[src/rtl/march_bist_ctrl_pkg.sv]
// Shared FSM encoding and March C- element table for the BIST controller.
package march_bist_ctrl_pkg;

   localparam logic [1:0] ST_IDLE  = 2'd0;
   localparam logic [1:0] ST_RUN   = 2'd1;
   localparam logic [1:0] ST_DRAIN = 2'd2;
   localparam logic [1:0] ST_DONE  = 2'd3;

   localparam logic [2:0] M0 = 3'd0;
   localparam logic [2:0] M1 = 3'd1;
   localparam logic [2:0] M2 = 3'd2;
   localparam logic [2:0] M3 = 3'd3;
   localparam logic [2:0] M4 = 3'd4;
   localparam logic [2:0] M5 = 3'd5;

   // pol = 0 selects the background, pol = 1 its complement
   typedef struct packed {
      logic down;
      logic two;
      logic wr0;
      logic pol0;
      logic wr1;
      logic pol1;
   } elem_t;

   function automatic elem_t elem_info(input logic [2:0] e);
      elem_t t;
      case (e)
         M0:      t = '{down: 1'b0, two: 1'b0, wr0: 1'b1, pol0: 1'b0, wr1: 1'b0, pol1: 1'b0};
         M1:      t = '{down: 1'b0, two: 1'b1, wr0: 1'b0, pol0: 1'b0, wr1: 1'b1, pol1: 1'b1};
         M2:      t = '{down: 1'b0, two: 1'b1, wr0: 1'b0, pol0: 1'b1, wr1: 1'b1, pol1: 1'b0};
         M3:      t = '{down: 1'b1, two: 1'b1, wr0: 1'b0, pol0: 1'b0, wr1: 1'b1, pol1: 1'b1};
         M4:      t = '{down: 1'b1, two: 1'b1, wr0: 1'b0, pol0: 1'b1, wr1: 1'b1, pol1: 1'b0};
         default: t = '{down: 1'b0, two: 1'b0, wr0: 1'b0, pol0: 1'b0, wr1: 1'b0, pol1: 1'b0};
      endcase
      return t;
   endfunction

endpackage

[src/rtl/march_cmp_pipe.sv]
// Two-stage expected-data pipeline aligned to the 2-cycle memory read
// latency, plus mismatch counting and first-failure capture.
module march_cmp_pipe #(
   parameter int DW = 8,
   parameter int AW = 4,
   parameter int CW = 16
) (
   input  logic          i_clk,
   input  logic          i_rst,
   input  logic          i_clr,
   input  logic          i_vld,
   input  logic [DW-1:0] i_exp,
   input  logic [AW-1:0] i_addr,
   input  logic [2:0]    i_elem,
   input  logic          i_bg,
   input  logic [DW-1:0] i_rdata,
   output logic          o_fail,
   output logic [CW-1:0] o_count,
   output logic [AW-1:0] o_addr,
   output logic [2:0]    o_elem,
   output logic          o_bg,
   output logic [DW-1:0] o_syn
);

   logic          r_v0, r_v1;
   logic [DW-1:0] r_e0, r_e1;
   logic [AW-1:0] r_a0, r_a1;
   logic [2:0]    r_m0, r_m1;
   logic          r_b0, r_b1;
   logic [DW-1:0] w_syn;
   logic          w_mis;

   assign w_syn = i_rdata ^ r_e1;
   assign w_mis = r_v1 && (w_syn != '0);

   always_ff @(posedge i_clk) begin
      if (i_rst) begin
         r_v0 <= 1'b0; r_e0 <= '0; r_a0 <= '0; r_m0 <= '0; r_b0 <= 1'b0;
         r_v1 <= 1'b0; r_e1 <= '0; r_a1 <= '0; r_m1 <= '0; r_b1 <= 1'b0;
         o_fail  <= 1'b0;
         o_count <= '0;
         o_addr  <= '0;
         o_elem  <= '0;
         o_bg    <= 1'b0;
         o_syn   <= '0;
      end else begin
         r_v0 <= i_vld; r_e0 <= i_exp; r_a0 <= i_addr;
         r_m0 <= i_elem; r_b0 <= i_bg;
         r_v1 <= r_v0; r_e1 <= r_e0; r_a1 <= r_a0;
         r_m1 <= r_m0; r_b1 <= r_b0;
         if (i_clr) begin
            o_fail  <= 1'b0;
            o_count <= '0;
            o_addr  <= '0;
            o_elem  <= '0;
            o_bg    <= 1'b0;
            o_syn   <= '0;
         end else if (w_mis) begin
            o_fail <= 1'b1;
            if (o_count != '1) o_count <= o_count + CW'(1);
            if (!o_fail) begin
               o_addr <= r_a1;
               o_elem <= r_m1;
               o_bg   <= r_b1;
               o_syn  <= w_syn;
            end
         end
      end
   end

endmodule

[src/rtl/march_bist_ctrl.sv]
// March C- MBIST controller: op/address generator with write-data lead,
// run FSM, and the compare pipeline instance.
module march_bist_ctrl
   import march_bist_ctrl_pkg::*;
#(
   parameter int DATA_WIDTH = 8,
   parameter int ADDR_WIDTH = 4,
   parameter int CAPACITY   = 16,
   parameter logic [DATA_WIDTH-1:0] BG_PATTERN = 8'h55,
   parameter int CNT_WIDTH  = 16
) (
   input  logic                  clk,
   input  logic                  rst,
   input  logic                  start,
   output logic                  busy,
   output logic                  done,
   output logic                  fail,
   output logic [CNT_WIDTH-1:0]  fail_count,
   output logic [ADDR_WIDTH-1:0] fail_addr,
   output logic [2:0]            fail_elem,
   output logic                  fail_bg,
   output logic [DATA_WIDTH-1:0] fail_syndrome,
   output logic                  mem_write_read,
   output logic [ADDR_WIDTH-1:0] mem_address,
   output logic [DATA_WIDTH-1:0] mem_wdata,
   input  logic [DATA_WIDTH-1:0] mem_rdata
);

   localparam logic [ADDR_WIDTH-1:0] LAST = ADDR_WIDTH'(CAPACITY - 1);

   logic [1:0]            r_state;
   logic                  r_dcnt;
   logic                  r_pass;
   logic [2:0]            r_elem;
   logic [ADDR_WIDTH-1:0] r_idx;
   logic                  r_slot;
   logic                  r_end;

   logic                  w_n_pass;
   logic [2:0]            w_n_elem;
   logic [ADDR_WIDTH-1:0] w_n_idx;
   logic                  w_n_slot;
   logic                  w_n_end;
   elem_t                 w_ct;
   elem_t                 w_nt;
   logic                  w_cur_we;
   logic [ADDR_WIDTH-1:0] w_cur_addr;
   logic [DATA_WIDTH-1:0] w_cur_data;
   logic [DATA_WIDTH-1:0] w_lead;
   logic                  w_go;
   logic                  w_issue;

   function automatic logic [DATA_WIDTH-1:0] bg_data(
      input logic p, input logic pol);
      logic [DATA_WIDTH-1:0] b;
      b = p ? BG_PATTERN : '0;
      return pol ? ~b : b;
   endfunction

   assign w_ct       = elem_info(r_elem);
   assign w_nt       = elem_info(w_n_elem);
   assign w_cur_we   = r_slot ? w_ct.wr1 : w_ct.wr0;
   assign w_cur_addr = w_ct.down ? LAST - r_idx : r_idx;
   assign w_cur_data = bg_data(r_pass, r_slot ? w_ct.pol1 : w_ct.pol0);

   // memory latches wdata a cycle early, so present the next op's data now
   always_comb begin
      w_lead = '0;
      if (!w_n_end && (w_n_slot ? w_nt.wr1 : w_nt.wr0))
         w_lead = bg_data(w_n_pass, w_n_slot ? w_nt.pol1 : w_nt.pol0);
   end

   always_comb begin
      w_n_pass = r_pass;
      w_n_elem = r_elem;
      w_n_idx  = r_idx;
      w_n_slot = 1'b0;
      w_n_end  = 1'b0;
      if (!r_slot && w_ct.two) begin
         w_n_slot = 1'b1;
      end else if (r_idx != LAST) begin
         w_n_idx = r_idx + ADDR_WIDTH'(1);
      end else begin
         w_n_idx = '0;
         if (r_elem != M5) begin
            w_n_elem = r_elem + 3'd1;
         end else begin
            w_n_elem = M0;
            if (r_pass) w_n_end = 1'b1;
            else        w_n_pass = 1'b1;
         end
      end
   end

   assign w_go    = ((r_state == ST_IDLE) || (r_state == ST_DONE)) && start;
   assign w_issue = w_go || ((r_state == ST_RUN) && !r_end);

   always_ff @(posedge clk) begin
      if (rst) begin
         r_state        <= ST_IDLE;
         r_dcnt         <= 1'b0;
         r_pass         <= 1'b0;
         r_elem         <= M0;
         r_idx          <= '0;
         r_slot         <= 1'b0;
         r_end          <= 1'b0;
         mem_write_read <= 1'b0;
         mem_address    <= '0;
         mem_wdata      <= '0;
      end else begin
         mem_write_read <= 1'b0;
         mem_address    <= '0;
         mem_wdata      <= '0;
         if (w_issue) begin
            mem_write_read <= w_cur_we;
            mem_address    <= w_cur_addr;
            mem_wdata      <= w_lead;
            r_pass         <= w_n_pass;
            r_elem         <= w_n_elem;
            r_idx          <= w_n_idx;
            r_slot         <= w_n_slot;
            r_end          <= w_n_end;
         end
         case (r_state)
            ST_IDLE, ST_DONE: if (start) r_state <= ST_RUN;
            ST_RUN: begin
               if (r_end) begin
                  r_state <= ST_DRAIN;
                  r_dcnt  <= 1'b0;
                  r_pass  <= 1'b0;
                  r_end   <= 1'b0;
               end
            end
            ST_DRAIN: begin
               r_dcnt <= 1'b1;
               if (r_dcnt) r_state <= ST_DONE;
            end
            default: r_state <= ST_IDLE;
         endcase
      end
   end

   assign busy = (r_state == ST_RUN) || (r_state == ST_DRAIN);
   assign done = (r_state == ST_DONE);

   march_cmp_pipe #(
      .DW (DATA_WIDTH),
      .AW (ADDR_WIDTH),
      .CW (CNT_WIDTH)
   ) u_cmp (
      .i_clk   (clk),
      .i_rst   (rst),
      .i_clr   (w_go),
      .i_vld   (w_issue && !w_cur_we),
      .i_exp   (w_cur_data),
      .i_addr  (w_cur_addr),
      .i_elem  (r_elem),
      .i_bg    (r_pass),
      .i_rdata (mem_rdata),
      .o_fail  (fail),
      .o_count (fail_count),
      .o_addr  (fail_addr),
      .o_elem  (fail_elem),
      .o_bg    (fail_bg),
      .o_syn   (fail_syndrome)
   );

endmodule

[config.mk]
export PLATFORM = sky130hd
export DESIGN_NAME = march_bist_ctrl
export DESIGN_NICKNAME = d
export VERILOG_FILES = /design/src/rtl/march_bist_ctrl_pkg.sv /design/src/rtl/march_cmp_pipe.sv /design/src/rtl/march_bist_ctrl.sv
export SDC_FILE = /design/constraint.sdc
export NUM_CORES = 1
export LEC_CHECK = 0
export CAP_MARGIN = 0
export CELL_PAD_IN_SITES_DETAIL_PLACEMENT = 0
export CELL_PAD_IN_SITES_GLOBAL_PLACEMENT = 1
export CORE_AREA = 5 5 103 105
export DETAILED_ROUTE_END_ITERATION = 6
export DIE_AREA = 0 0 108 110
export PLACE_DENSITY = 0.85
export SLEW_MARGIN = 15
export SYNTH_ARGS = -nofsm -noshare
export SYNTH_HDL_FRONTEND = slang
export SYNTH_SLANG_ARGS = --single-unit
[constraint.sdc]
create_clock -name clk -period 1.8 [get_ports clk]
set_input_delay 0.54 -clock clk [delete_from_list [all_inputs] [get_ports clk]]
set_output_delay 0.54 -clock clk [all_outputs]
set_load 0.02 [all_outputs]
# Word level (Yosys, flattened, before mapping)
# Index checks and enable logic that the tools add are counted.
[totals]
register_bits = 93
out_inout_bits = 48
[op_classes]
n_reduce_logical = 27
n_addsub = 4
eq_ne = 17
n_mux = 35
bitwise_logic = 7
[ops]
columns = ["op", "count"]
rows = [
  ["$pmux W6 S5", 1],
  ["$pmux W4 S5", 1],
  ["$mux W1", 19],
  ["$add A16 B1 Y16 const B", 1],
  ["$mux W8", 2],
  ["$ne A16 B16 Y1 const B", 1],
  ["$not A7 Y8", 2],
  ["$mux W7", 2],
  ["$eq A3 B2 Y1 const B", 4],
  ["$mux W3", 3],
  ["$mux W4", 2],
  ["$reduce_and A2 Y1", 4],
  ["$reduce_bool A8 Y1", 1],
  ["$xor A8 B8 Y8", 1],
  ["$eq A3 B1 Y1 const B", 2],
  ["$eq A3 B3 Y1 const B", 2],
  ["$logic_and A1 B1 Y1", 6],
  ["$logic_not A3 Y1", 2],
  ["$mux W2", 3],
  ["$ne A2 B2 Y1 const B", 3],
  ["$pmux W2 S3", 1],
  ["$reduce_or A2 Y1", 3],
  ["$add A4 B1 Y4 const B", 1],
  ["$eq A2 B2 Y1 const B", 2],
  ["13 further kinds", 21],
]

# Depth between registers and ports, before layout
# Gate-level depths: netlist of the first run.
[logic_depth]
word_depth = 10
mapped_depth = 8

# By module
# Synthesis of the first run repeated with hierarchy kept, for this count alone.
[unflattened]
cells_unflattened = 401
area_unflattened_um2 = 3713.6
[modules_own_cells]
columns = ["mod", "area_per_inst_um2", "seq_area_each_um2", "instances", "cells_per_inst"]
rows = [
  ["march_cmp_pipe", 2489.9, 1341.3, 1, 259],
  ["march_bist_ctrl", 1223.7, 420.4, 1, 142],
]

# Worst setup path before layout of the first run
# Ideal clock, no wire load.
[synth_timing]
path_kind = "flip-flop to flip-flop"
start = "register u_cmp.o_count[0]"
end = "register u_cmp.o_count[13]"
path_slack_ns = -0.124
setup_time_ns = 0.070
stages_incl_launch_ff = 8
arrival_time_ns = 1.853
synth_period_minus_slack_ns = 1.924
required_ns = 1.730
n_path_buf = 2
path_cell_list = "dfxtp_1 -> ha_1 -> and3_4 -> buf_6 -> and4_4 -> buf_6 -> or4_1 -> a21oi_1"
[synth_between]
elab_chain_cells = 2
word_cells_on_any_way = 3
classes_between = "add/sub (1); eq/ne (1); reduce/logical (1)"
[synth_lines]
columns = ["item", "line_no", "source"]
rows = [
  ["start: declaration", "march_cmp_pipe.sv:18", "output logic [CW-1:0] o_count,"],
  ["start signal: assignment", "march_cmp_pipe.sv:60", "if (o_count != '1) o_count <= o_count + CW'(1);"],
  ["branches (longest 2 deep; another with $add A16 B1 Y16)", "n/a", ""],
]
# Parallel ways; which one is timed is not known.
# A chain may end at the register's enable or synchronous reset.

# Worst setup path after layout of the first run
[layout_timing]
start = "input mem_rdata[6]"
end = "register u_cmp.o_count[3]"
[layout_between]
elab_chain_cells = 4
[layout_lines]
columns = ["item", "line_no", "source"]
rows = [
  ["start: declaration", "march_bist_ctrl.sv:26", "input logic [DATA_WIDTH-1:0] mem_rdata"],
  ["$xor A8 B8 Y8", "march_cmp_pipe.sv:33", "assign w_syn = i_rdata ^ r_e1;"],
  ["$reduce_bool A8 Y1", "march_cmp_pipe.sv:34", "assign w_mis = r_v1 && (w_syn != '0);"],
  ["$logic_and A1 B1 Y1", "march_cmp_pipe.sv:34", ""],
  ["$reduce_and A2 Y1 (no source line)", "n/a", ""],
]
# Every way passes these cells.

==> metrics.txt, run 1 <==
status finished, violations left; failing checks setup timing; DP Worst Slack -559.0 ps; Fin Hold WS ~430 ps; grt ovf 0; number of synthesized flops with an enable pin 0; total die area 11880 um^2; vias in the first global route about 2800; wire length per cell 13.04 um; clock tree buffer depth 2; Peak supply drop 0.0006728 V; Post-CTS Hold Buffers 0; Synth Area in Simple Gates a little under a quarter; clock transition at the registers of the reported paths 90 ps; worst path cell trace clkdlybuf4s15_1, and3_4, o211ai_4, o21ai_4, buf_16, or4_4, a21oi_2; Crit path required time 2090 ps; top layer in use met4; syn_area_per_cell 9.055 um^2; Final nets between 400 and 500; P_leak between 1.5 and 2 nW; RSZ-0062 raised after global routing true; WL met1 ~3.3 mm; Hold WC Path Type flop to flop; area delta synth->final 42.03%; Routed WL 7.694 mm; Slew Limit Fails 0; Synth Area in XOR/XNOR 3.730%; Setup-failing EPs final 2; starting density of the core between 30% and 40%; mapped cell area roughly 3300 um^2; WP data arrival 2100 ps; delay of the slowest critical-path stage 510 ps; Worst setup SP type input pin; post-route non-filler standard cell count 590; H-tree depth 3; CTS tree yes; drt pass-1 iters 4; crit path max fanout 6; largest family of logic cells by synthesized area simple AND/OR/NAND/NOR gates; ant diodes 0; Synth Net Count 380; Worst-Margin Slew 286.2 ps; Final Cycle Share 100.7%; sequential fraction of the synthesis area 47.51%; critical path type input pin to flop; initial antenna violation count 0; slew margin rel. about four fifths; commonest non-fill, non-tap cell in the layout dfxtp_1; DRT iter0 DRCs 117; # DRC 0; Fin Setup TNS -17.20 ps; post-synthesis adder-cell area fraction between 2 and 2.5%; gr usage total 13.21%; share of cells above drive strength 1 23.85%; insertion delay to the later sink of the worst-skew pair 350 ps; Top FF cell, synth dfxtp_1; CP Capture Type flop; Final Hold Viols 0; met3 wire length 385 um; Port-buffer cells 58; I/O Pins 59; routed wl met2 3.887 mm; Site Rows 36; Worst path slowest cell or4_4; fmax 0.5515 GHz; Synth Area in Compound Gates around 17%; final worst path period need 1813 ps; routed vias/inst 4.831; Die W about 110 um; chip height about 110 um; largest net degree at the start of global routing 27; DP Wirelength 5.356 mm; Sink Count ~80; Synth cell types 48; synth warn 0; via count 2850; most frequent cells in the layout dfxtp_1 (70), dlygate4sd2_1 (49), buf_4 (43), nor2_1 (27), nor2b_1 (23); DRT antenna net count 0; global-route wire length before repair ~13 mm; final design utilization between 40% and 50%; Async SR Flop Fraction 0%; Worst Skew roughly 11 ps; Clock Root Buffer clkbuf_8; CTS buffer count 9; CORE AREA 9549 um^2; RD Place Congestion 0.8295; Final Worst Setup Slack -13.34 ps; DP Cell Count 570; Pwr per Cell Area approximately 1000 nW/um^2; Max Cap Violations 0; mux cell area share after synthesis less than 1%; Yosys reg bits 78; Fillers 929; cells after synthesis 363
==> worst max-delay path, delay by kind of cell <==
family                 cells  cell delay (ps)
AO/OA/AOI/OAI              3              470
AND/OR/NAND/NOR            2              720
buffers and inverters      2              360
==> Yosys cell counts, types with 2 or more instances <==
library cell | number | area (um^2)
dfxtp_1 | 78 | 1562
nor2_1 | 30 | 112.6
a21oi_1 | 26 | 130.1
nor2b_1 | 23 | 143.9
nand3_1 | 21 | 105.1
nand2_1 | 20 | 75.07
o21ai_0 | 17 | 85.08
xnor2_1 | 14 | 122.6
a211oi_1 | 12 | 90.09
clkbuf_1 | 12 | 45.04
inv_1 | 10 | 37.54
nor3_1 | 8 | 40.04
o31ai_1 | 8 | 60.06
or4_1 | 8 | 60.06
and3_1 | 6 | 37.54
ha_1 | 6 | 75.07
nand4_1 | 6 | 37.54
buf_2 | 5 | 25.02
buf_4 | 5 | 37.54
buf_6 | 4 | 45.04
or3_1 | 4 | 25.02
nor4_1 | 3 | 18.77
o21a_1 | 3 | 22.52
a31oi_1 | 2 | 12.51
a41o_1 | 2 | 20.02
and2_1 | 2 | 12.51
and3_4 | 2 | 22.52
buf_1 | 2 | 7.510
mux2i_1 | 2 | 20.02
nand2b_1 | 2 | 12.51
nor3b_1 | 2 | 15.01
o31a_1 | 2 | 17.52
==> timing repair <==
item,4_1_cts,5_1_grt
setup endpoints to repair,78,25
buffers inserted,2,0
pin swaps,15,7
gates resized for setup,73,30
cloned,2,0
==> final cells by class <==
cell class	count	area, um^2	share of cell area, %
multi-input cells	247	1679	35.97
flip-flops and latches	78	1572	33.66
repair buffers	106	967.2	20.72
well taps	133	166.4	3.565
clock buffers	9	123.9	2.653
clock inverters	7	122.6	2.627
inverters	10	37.54	0.8041
==> final timing paths <==
check / from / to / slack [ps] / cells past startpoint
worst max-delay path: mem_rdata[6] / u_cmp.o_count[3] / -10 / 7
worst max register to register: u_cmp.r_e1[6] / u_cmp.o_count[14] / 60 / 6
worst min-delay path: u_cmp.r_e0[4] / u_cmp.r_e1[6] / 430 / 1
worst min register to register: u_cmp.r_e0[4] / u_cmp.r_e1[6] / 430 / 1
==> where the power goes <==
part	leakage (nW)	switching, mW	internal [mW]
registers	0.633	0.0634	1.81
logic	1.18	0.657	0.610
clock network	0.116	0.653	0.925
total	1.93	1.37	3.35
==> cells by family (layout without fill, tap and decap cells) <==
logic type      Yosys count  in the layout
xor+xnor                 14             14
simple gates            140            140
compound gates           85             85
mux                       2              2
buf+inv                  38            132
flops                    78             78
fa+ha+maj                 6              6
==> sequential cells by signal, summed over array words and instances (netlist names), 4 cells and up <==
name,cells
r_idx,4
u_cmp.r_a0,4
mem_address,4
u_cmp.o_count,16
u_cmp.o_syn,8
u_cmp.o_addr,4
u_cmp.r_a1,4
==> routing by layer <==
layer	up-vias	global-route usage, %
li1	1465	-
met1	1316	15.33
met2	58	23.27
met3	11	4.252
met4	0	4.058
met5	-	0
==> through the flow <==
stage	total power, mW	area (um^2)
CTS	4.647	4549
detailed placement	3.047	4273
global route	4.987	4668
floorplan	2.511	3306
global placement	3.018	4273
finish	4.723	4668
Power figures use the tool's default switching activity.
==> inputs of run 2 (changes only) <==
Settings changed: SKIP_CTS_REPAIR_TIMING set to 1.
==> run 2 against run 1 <==
The flow still finishes with violations (setup timing). Final cell count is 0.17% higher. Largest cell class unchanged. Non-clock buffer count stayed put. Register-to-register slack worse by 50 ps. Power is 0.38% higher. Critical endpoint is now done. Combinational power hardly changed. Worst setup slack worse by 9.0 ps. Largest power group unchanged. Utilization is 1.7 points higher.
==> metrics.txt, run 2 (synthesis results as in run 1) <==
CTS buffer count 9 (unchanged); max reg flops 16 (unchanged); Fillers 889 (-4.3%); DP Worst Slack -559.0 ps (unchanged); Worst path slowest cell dfxtp_2; Final Worst Setup Slack -22.32 ps (-8.982 ps); Multi-input gate area 1668 um^2 (-0.67%); Setup-failing EPs final 1 (-1); I/O Pins 59 (unchanged); Clock Root Buffer clkbuf_8; Port-buffer cells 58 (unchanged); CP Capture Type output pin; worst path cell trace buf_4, buf_4, ha_1, buf_2; Max Cap Violations 0 (unchanged); initial antenna violation count 0 (unchanged); worst min-delay path startpoint u_cmp.r_e0[4]; FF-to-FF setup slack 10 ps (-50 ps); Hold WC Path Type flop to flop; Worst Hold Endpoint u_cmp.r_e1[6]; Pwr Total 4.741 mW (+0.38%); via count 2850 (unchanged); fmax 0.5488 GHz (-0.49%); grt ovf 0 (unchanged); global-route wire length before repair 12.21 mm (-2.7%); Routed WL 7.851 mm (+2.0%); area delta synth->final 46.90%; wire length per cell 13.28 um (+1.9%); Die W 108 um (unchanged); drt pass-1 iters 4 (unchanged); Peak supply drop 0.0006327 V (-6.0%); RSZ-0062 raised after global routing true; Hold Crit Depth 1 (unchanged); Final Hold Viols 0 (unchanged); delay of the slowest critical-path stage 330 ps (-180 ps); largest net degree at the start of global routing 27 (unchanged); Top Registers u_cmp.o_count x16, u_cmp.o_syn x8; Pwr per Cell Area 981.8 nW/um^2 (-3.0%); clock tree buffer depth 2 (unchanged); WP data arrival 1280 ps (-820 ps); share of cells above drive strength 1 22.05% (-1.8 points); routed vias/inst 4.822 (-0.17%); H-tree depth 3 (unchanged); vias in the first global route 2704 (-2.7%); failing checks setup timing; CORE AREA 9549 um^2 (unchanged); most frequent cells in the layout dfxtp_1 (72), dlymetal6s2s_1 (54), buf_4 (41), nor2_1 (28); total die area 11880 um^2 (unchanged); Crit Reg-Reg Startpoint u_cmp.r_e1[6]; RD Place Congestion 0.8295 (unchanged); clock transition at the registers of the reported paths 80 ps (about the same); most used cell, CP buf_4; worst r2r dst u_cmp.o_count[13]; Site Rows 36 (unchanged); commonest non-fill, non-tap cell in the layout dfxtp_1; slew margin rel. 77.73% (-2.9 points); crit path max fanout 4 (-2); Slew Limit Fails 0 (unchanged); sequential cell area 1569 um^2 (-0.16%); Sink Count 78 (unchanged); insertion delay to the later sink of the worst-skew pair 350 ps (about the same); P_leak 2.605 nW (+35%); DRT iter0 DRCs 110 (-6.0%); R2R depth 6 (unchanged); Reg with most FFs u_cmp.o_count; DP Wirelength 5.356 mm (unchanged); # DRC 0 (unchanged); Crit path required time 1260 ps (-830 ps); status finished, violations left; DRT antenna net count 0 (unchanged); Final Cycle Share 101.2% (+0.50 points); Worst setup SP type flop; ant diodes 0 (unchanged); Worst-Margin Slew 331.5 ps (+45.31 ps); final worst path period need 1822 ps (+8.982 ps); CTS tree yes; Final nets 470 (+0.21%); critical path type flop to output pin; Worst Skew 13.20 ps (+2.322 ps); starting density of the core 34.42% (unchanged); gr usage total 12.81% (-0.40 points); crit path buf inv count 3 (+1); chip height 110 um (unchanged); family with the most delay on the worst path buffers and inverters
run 2: cell count changes in the layout (fill, tap and decap cells not counted), sizes merged:
cell / delta
and4: +1
buf: -1
bufbuf: -1
clkbuf: +2
clkdlybuf4s15: -5
dlygate4sd2: -49
dlymetal6s2s: +54
run 2: power by group:
part | internal [mW] | total (mW) | switching (mW)
sequential | 1.81 | 1.87 | 0.0593
combinational | 0.635 | 1.29 | 0.655
clock | 0.925 | 1.58 | 0.653
total | 3.37 | 4.74 | 1.37
run 2: layer usage:
layer	up-vias	global-route usage (%)	part of all wire, %
met4	0	3.517	0.73
met3	6	4.193	4.9
li1	1472	-	-
met5	-	0	0
met1	1317	15.18	44
met2	55	22.34	50
run 2: through the flow:
step / hold slack (ps) / instance area (um^2) / utilization (%) / cells / TNS [ps]
after detailed placement: 420.4 / 4273 / 44.75 / 570 / -16650
final: 435.6 / 4828 / 50.56 / 591 / -22.32
after global routing: 449.0 / 4828 / 50.56 / 591 / -472.1
after global placement: 421.6 / 4273 / 44.75 / 570 / -16240
after CTS: 438.2 / 4519 / 47.33 / 586 / -7735
after floorplan: 413.8 / 3306 / - / 363 / 0
run 2: layout make-up:
type | instances | area share, %
clock buffers | 9 | 2.565
clock inverters | 7 | 2.540
inverters | 10 | 0.7774
multi-input cells | 248 | 34.54
flip-flops and latches | 78 | 32.50
well taps | 133 | 3.446
repair buffers | 106 | 23.63
run 2: worst max-delay path by stage:
| stage | depth (start not counted) | startpoint | to | slack (ps) |
|---|---|---|---|---|
| floorplan | 6 | mem_rdata[1] | u_cmp.o_count[5] | 10 |
| global placement | 7 | mem_rdata[1] | u_cmp.o_count[4] | -540 |
| detailed placement | 7 | mem_rdata[1] | u_cmp.o_count[13] | -560 |
| CTS | 4 | r_state[0] | busy | -500 |
| global route | 4 | r_state[0] | done | -90 |
| finish | 4 | r_state[0] | done | -20 |
==> patch 1, RTL diff (settings of run 2) <==
Change the parameter `CAPACITY` from 16 to 12.
--- a/src/rtl/march_bist_ctrl.sv
+++ b/src/rtl/march_bist_ctrl.sv
@@ -5,7 +5,7 @@
 #(
    parameter int DATA_WIDTH = 8,
    parameter int ADDR_WIDTH = 4,
-   parameter int CAPACITY   = 16,
+   parameter int CAPACITY   = 12,
    parameter logic [DATA_WIDTH-1:0] BG_PATTERN = 8'h55,
    parameter int CNT_WIDTH  = 16
 ) (
Function: no difference found for any inputs over 10 cycles, from zero or initial values and one cycle with rst high; that may be too few to reach the edited logic, so the function may still have changed.
==> patch 1 against run 2 <==
Sequential power increased by 3%. Total power decreased by 1.5%. Final area increased by 5.8%. Sequential cell count unchanged. Global-route usage increased by 0.58 points. Setup slack improved by 56 ps. Largest power group unchanged. Synthesized area increased by 3.6%. Sequential share of layout area decreased by 1.7 points. Largest cell class unchanged. First-iteration DRC count decreased by 0.91%. Wire length increased by 8.2%. Clock power decreased by 23%.
==> patch 1: results (changes against run 2) <==
| Metric | Value |
|---|---|
| Status | `finished clean (was finished with violations)` |
| Worst slew pin tran | `376 ps (was 332 ps)` |
| Switching Share | `0.332 (was 0.288)` |
| Fin cells | `605 (was 591)` |
| List of most frequent post-synthesis cells | `78 x dfxtp_1, 25 x nand2_1, 25 x nor2_1 (was 78 x dfxtp_1, 30 x nor2_1, 26 x a21oi_1)` |
| Mux contribution to synthesized area | `0.0118 (was 0.00609)` |
| Comb power frac | `0.330 (was 0.272)` |
| First-pass GRT wire length | `12800 µm (was 12200 µm)` |
| Worst slack, placed | `-654 ps (was -559 ps)` |
| CP endpoint kind | `flip-flop (was primary output)` |
| Non-Clock Buffer Count | `112 (was 106)` |
| Worst Setup SP | `u_cmp.r_e1[6] (was r_state[0])` |
| Power per cell area | `915 nW/µm² (was 982 nW/µm²)` |
| Worst R2R End | `u_cmp.o_count[15] (was u_cmp.o_count[13])` |
| Psw | `1.55 mW (was 1.37 mW)` |
| Leakage | `2.65 nW (was 2.60 nW)` |
| Comb_multi_in | `258 (was 248)` |
| Critical path's top delay family | `simple AND/OR/NAND/NOR gates (was buffers and inverters)` |
| Cell count after synthesis | `370 (was 363)` |
| Slowest-stage cell, CP | `or4_1 (was dfxtp_2)` |
| Non-clk invs | `8 (was 10)` |
| Seq pwr share | `0.410 (was 0.395)` |
| Fraction of cell area in non-clock buffers | `0.246 (was 0.236)` |
| Post-Synth XOR/XNOR Area | `0.0334 (was 0.0373)` |
| Hpwl dp | `5560 µm (was 5360 µm)` |
| Fillers | `854 (was 889)` |
| Clock buf/inv share | `0.0355 (was 0.0510)` |
| CP Max Fanout | `6 (was 4)` |
| GRT Overall Usage | `0.134 (was 0.128)` |
| Register area share after synthesis | `0.458 (was 0.475)` |
patch 1: cell types whose count changed in the layout (fill, tap and decap cells not counted), moves of 3 or more:
| cell | delta |
|---|---|
| ha_2 | +3 |
| inv_1 | -3 |
| a211oi_1 | -3 |
| o21ai_0 | -3 |
| nand3_1 | -4 |
| o21ai_1 | +5 |
| buf_12 | +4 |
| xnor2_1 | -3 |
| nand2_1 | +6 |
| bufinv_16 | -3 |
| nor2b_1 | -4 |
| a21oi_1 | -5 |
| nor2_1 | -4 |
patch 1: layer usage:
| layer | vias up | GRT usage |
|---|---|---|
| li1 | 1520 | - |
| met1 | 1439 | 0.164 |
| met2 | 73 | 0.227 |
| met3 | 12 | 0.0326 |
| met4 | 0 | 0.0541 |
| met5 | - | 0 |
patch 1: kinds of logic (layout without fill, tap and decap cells):
group | Yosys count | count (layout)
adders and majority gates | 7 | 7
DFF | 78 | 78
xor gates and xnor gates | 13 | 13
muxes | 4 | 4
buffers and inverters | 36 | 136
and+or+nand+nor | 145 | 145
AOI/OAI and AO/OA | 87 | 89
patch 1: worst min-delay path by stage:
stage / from / to / slack, ps / cells after the start
3_5_place_dp: u_cmp.r_m0[1] / u_cmp.r_m1[1] / 420 / 1
6_report: u_cmp.r_m0[2] / u_cmp.r_m1[2] / 440 / 1
2_1_floorplan: u_cmp.r_a0[0] / u_cmp.r_a1[0] / 410 / 1
3_3_place_gp: u_cmp.r_a0[0] / u_cmp.r_a1[0] / 420 / 1
5_1_grt: u_cmp.r_a0[0] / u_cmp.r_a1[0] / 440 / 1
4_1_cts: u_cmp.r_a0[0] / u_cmp.r_a1[0] / 440 / 1
==> patch 2, RTL diff (config.mk and constraints of run 2) <==
Without the edit above. Register the inputs `start` and `mem_rdata` before use. The logic sees them one clock later.
--- a/src/rtl/march_bist_ctrl.sv
+++ b/src/rtl/march_bist_ctrl.sv
@@ -27,6 +27,14 @@
 );
 
    localparam logic [ADDR_WIDTH-1:0] LAST = ADDR_WIDTH'(CAPACITY - 1);
+
+   logic start_q;
+   logic [DATA_WIDTH-1:0] mem_rdata_q;
+
+   always_ff @(posedge clk) begin
+      start_q     <= start;
+      mem_rdata_q <= mem_rdata;
+   end
 
    logic [1:0]            r_state;
    logic                  r_dcnt;
@@ -92,7 +100,7 @@
       end
    end
 
-   assign w_go    = ((r_state == ST_IDLE) || (r_state == ST_DONE)) && start;
+   assign w_go    = ((r_state == ST_IDLE) || (r_state == ST_DONE)) && start_q;
    assign w_issue = w_go || ((r_state == ST_RUN) && !r_end);
 
    always_ff @(posedge clk) begin
@@ -122,7 +130,7 @@
             r_end          <= w_n_end;
          end
          case (r_state)
-            ST_IDLE, ST_DONE: if (start) r_state <= ST_RUN;
+            ST_IDLE, ST_DONE: if (start_q) r_state <= ST_RUN;
             ST_RUN: begin
                if (r_end) begin
                   r_state <= ST_DRAIN;
@@ -156,7 +164,7 @@
       .i_addr  (w_cur_addr),
       .i_elem  (r_elem),
       .i_bg    (r_pass),
-      .i_rdata (mem_rdata),
+      .i_rdata (mem_rdata_q),
       .o_fail  (fail),
       .o_count (fail_count),
       .o_addr  (fail_addr),
Behaviour: not the same (Yosys sat finds a counterexample within 4 cycles, from zero or initial values and one cycle with rst high).
==> patch 2 against run 2 <==
The run still ends with negative setup slack left. Critical path type is now reg2reg. Clock power fell by 4%. Setup slack lost 120 ps. Critical path depth is 2 higher. Register-to-register slack got worse by 150 ps. Wire length up 5.1%. Sequential cell count up 9. Total power increased by 18%. Via count up 6.6%. Final area increased by 6.0%. Die area unchanged. Synthesized area rose by 12%.
==> patch 2: results (changes against run 2) <==
| Metric | Value |
|---|---|
| Clk slew on worst S/H paths | `80 ps (about the same)` |
| Layout cells sized above 1 | `0.204 (was 0.221)` |
| Syn nets | `406 (was 380)` |
| Worst slew pin tran | `461 ps (was 332 ps)` |
| Vias in the first global route | `2865 (was 2704)` |
| Psw | `1.68 mW (was 1.37 mW)` |
| Cell variety after synth | `62 (was 48)` |
| First-pass GRT wire length | `13200 µm (was 12200 µm)` |
| Leakage | `2.64 nW (was 2.60 nW)` |
| Final setup fails | `15 (was 1)` |
| Crit path arrival time | `2170 ps (was 1280 ps)` |
| Biggest regs | `u_cmp.o_count: 16 flops, mem_rdata_q: 8 flops, u_cmp.o_syn: 8 flops (was u_cmp.o_count: 16 flops, u_cmp.o_syn: 8 flops)` |
| CP Max Fanout | `27 (was 4)` |
| Area after DPL | `4640 µm² (was 4270 µm²)` |
| Layout net count | `493 (was 470)` |
| Worst slack, placed | `-150 ps (was -559 ps)` |
| Max VDD drop | `0.000556 V (was 0.000633 V)` |
| Hpwl dp | `5900 µm (was 5360 µm)` |
| Worst setup margin | `-139 ps (was -22.3 ps)` |
| Async set or reset register ratio after synthesis | `0 (unchanged)` |
| Synth top area cells | `dfxtp_1 47%, nor2_1 4.8%, nor2b_1 4.1%, mux2i_1 3.8%, xnor2_1 3.1% (was dfxtp_1 48%, nor2b_1 4.4%, a21oi_1 4.0%, xnor2_1 3.7%, nor2_1 3.4%)` |
| Comb power frac | `0.322 (was 0.272)` |
| Vias | `3039 (was 2850)` |
| Largest net degree at the start of global routing | `28 (was 27)` |
| GRT Overall Usage | `0.140 (was 0.128)` |
| Num Clock Sinks | `87 (was 78)` |
| Failing checks | `negative setup slack (unchanged)` |
| Violation count after the first detailed-route iteration | `113 (was 110)` |
| Status | `finished with violations (unchanged)` |
| Final GP Congestion | `0.880 (was 0.830)` |
| List of most frequent post-synthesis cells | `87 x dfxtp_1, 47 x nor2_1, 24 x nor2b_1 (was 78 x dfxtp_1, 30 x nor2_1, 26 x a21oi_1)` |
| DRT Wirelength | `8260 µm (was 7850 µm)` |
## patch 2: cell types whose count changed after synthesis, moves of 4 or more
cell      delta
a21oi_1      -4
nand3_1     -12
o21ai_1      +7
or3_2        +4
mux2i_1     +12
o21ai_0      -8
dfxtp_1      +9
nor2_1      +17
nand2b_1     +4
## patch 2: path summary, 6_finish.rpt
path / start / end / slack, ps / cells after the start
worst max-delay path: mem_rdata_q[2] / u_cmp.o_count[5] / -140 / 6
worst min-delay path: u_cmp.r_a0[1] / u_cmp.r_a1[1] / 440 / 1
worst max register to register: mem_rdata_q[2] / u_cmp.o_count[5] / -140 / 6
worst min register to register: u_cmp.r_a0[1] / u_cmp.r_a1[1] / 440 / 1
## patch 2: final cells by class
type | count | area [µm²]
clock inverters | 4 | 77.6
fillers | 846 | 4430
multi-input cells | 268 | 1890
clock buffers | 12 | 155
inverters | 9 | 33.8
flip-flops and latches | 87 | 1750
well taps | 133 | 166
repair buffers | 100 | 1060
## patch 2: routing by layer
layer	GRT usage	vias up	part of all wire
met1	0.169	1413	0.45
met2	0.235	69	0.48
met4	0.0721	0	0.026
met3	0.0285	17	0.039
met5	0	-	0
li1	-	1540	-
## patch 2: cells by family (layout without fill, tap and decap cells)
kind of cell | after synthesis | in the layout | share of synthesized area
adder cells (fa/ha/maj) | 7 | 7 | 0.0239
buffers and inverters | 33 | 125 | 0.0467
flip-flops | 87 | 87 | 0.475
multiplexers | 16 | 16 | 0.0454
AO/OA/AOI/OAI | 78 | 78 | 0.144
XOR/XNOR | 15 | 15 | 0.0358
AND/OR/NAND/NOR | 152 | 152 | 0.230
## patch 2: through the flow
stage          utilization  power (mW)  setup TNS [ps]  std cells
2_1_floorplan            -        3.27           -1670        388
3_3_place_gp         0.485        3.90           -2340        597
3_5_place_dp         0.485        3.92           -2920        597
4_1_cts              0.510        5.47           -7280        613
5_1_grt              0.536        5.91           -2940        613
6_report             0.536        5.59           -1770        613
## patch 2: critical path, stage by stage (launching register included)
cell and delay [ps]:
dfxtp_2 320, or4_4 530, mux2_4 310, o31ai_4 260, buf_12 200, nor4_2 70
mux2i_1 120
## patch 2: power groups by stage
stage	Combinational, mW	Sequential (mW)	Clock, mW
2_1_floorplan	0.884	2.38	0
3_3_place_gp	1.60	2.29	0
3_5_place_dp	1.62	2.30	0
4_1_cts	1.63	2.26	1.58
5_1_grt	1.96	2.29	1.66
6_report	1.80	2.26	1.52
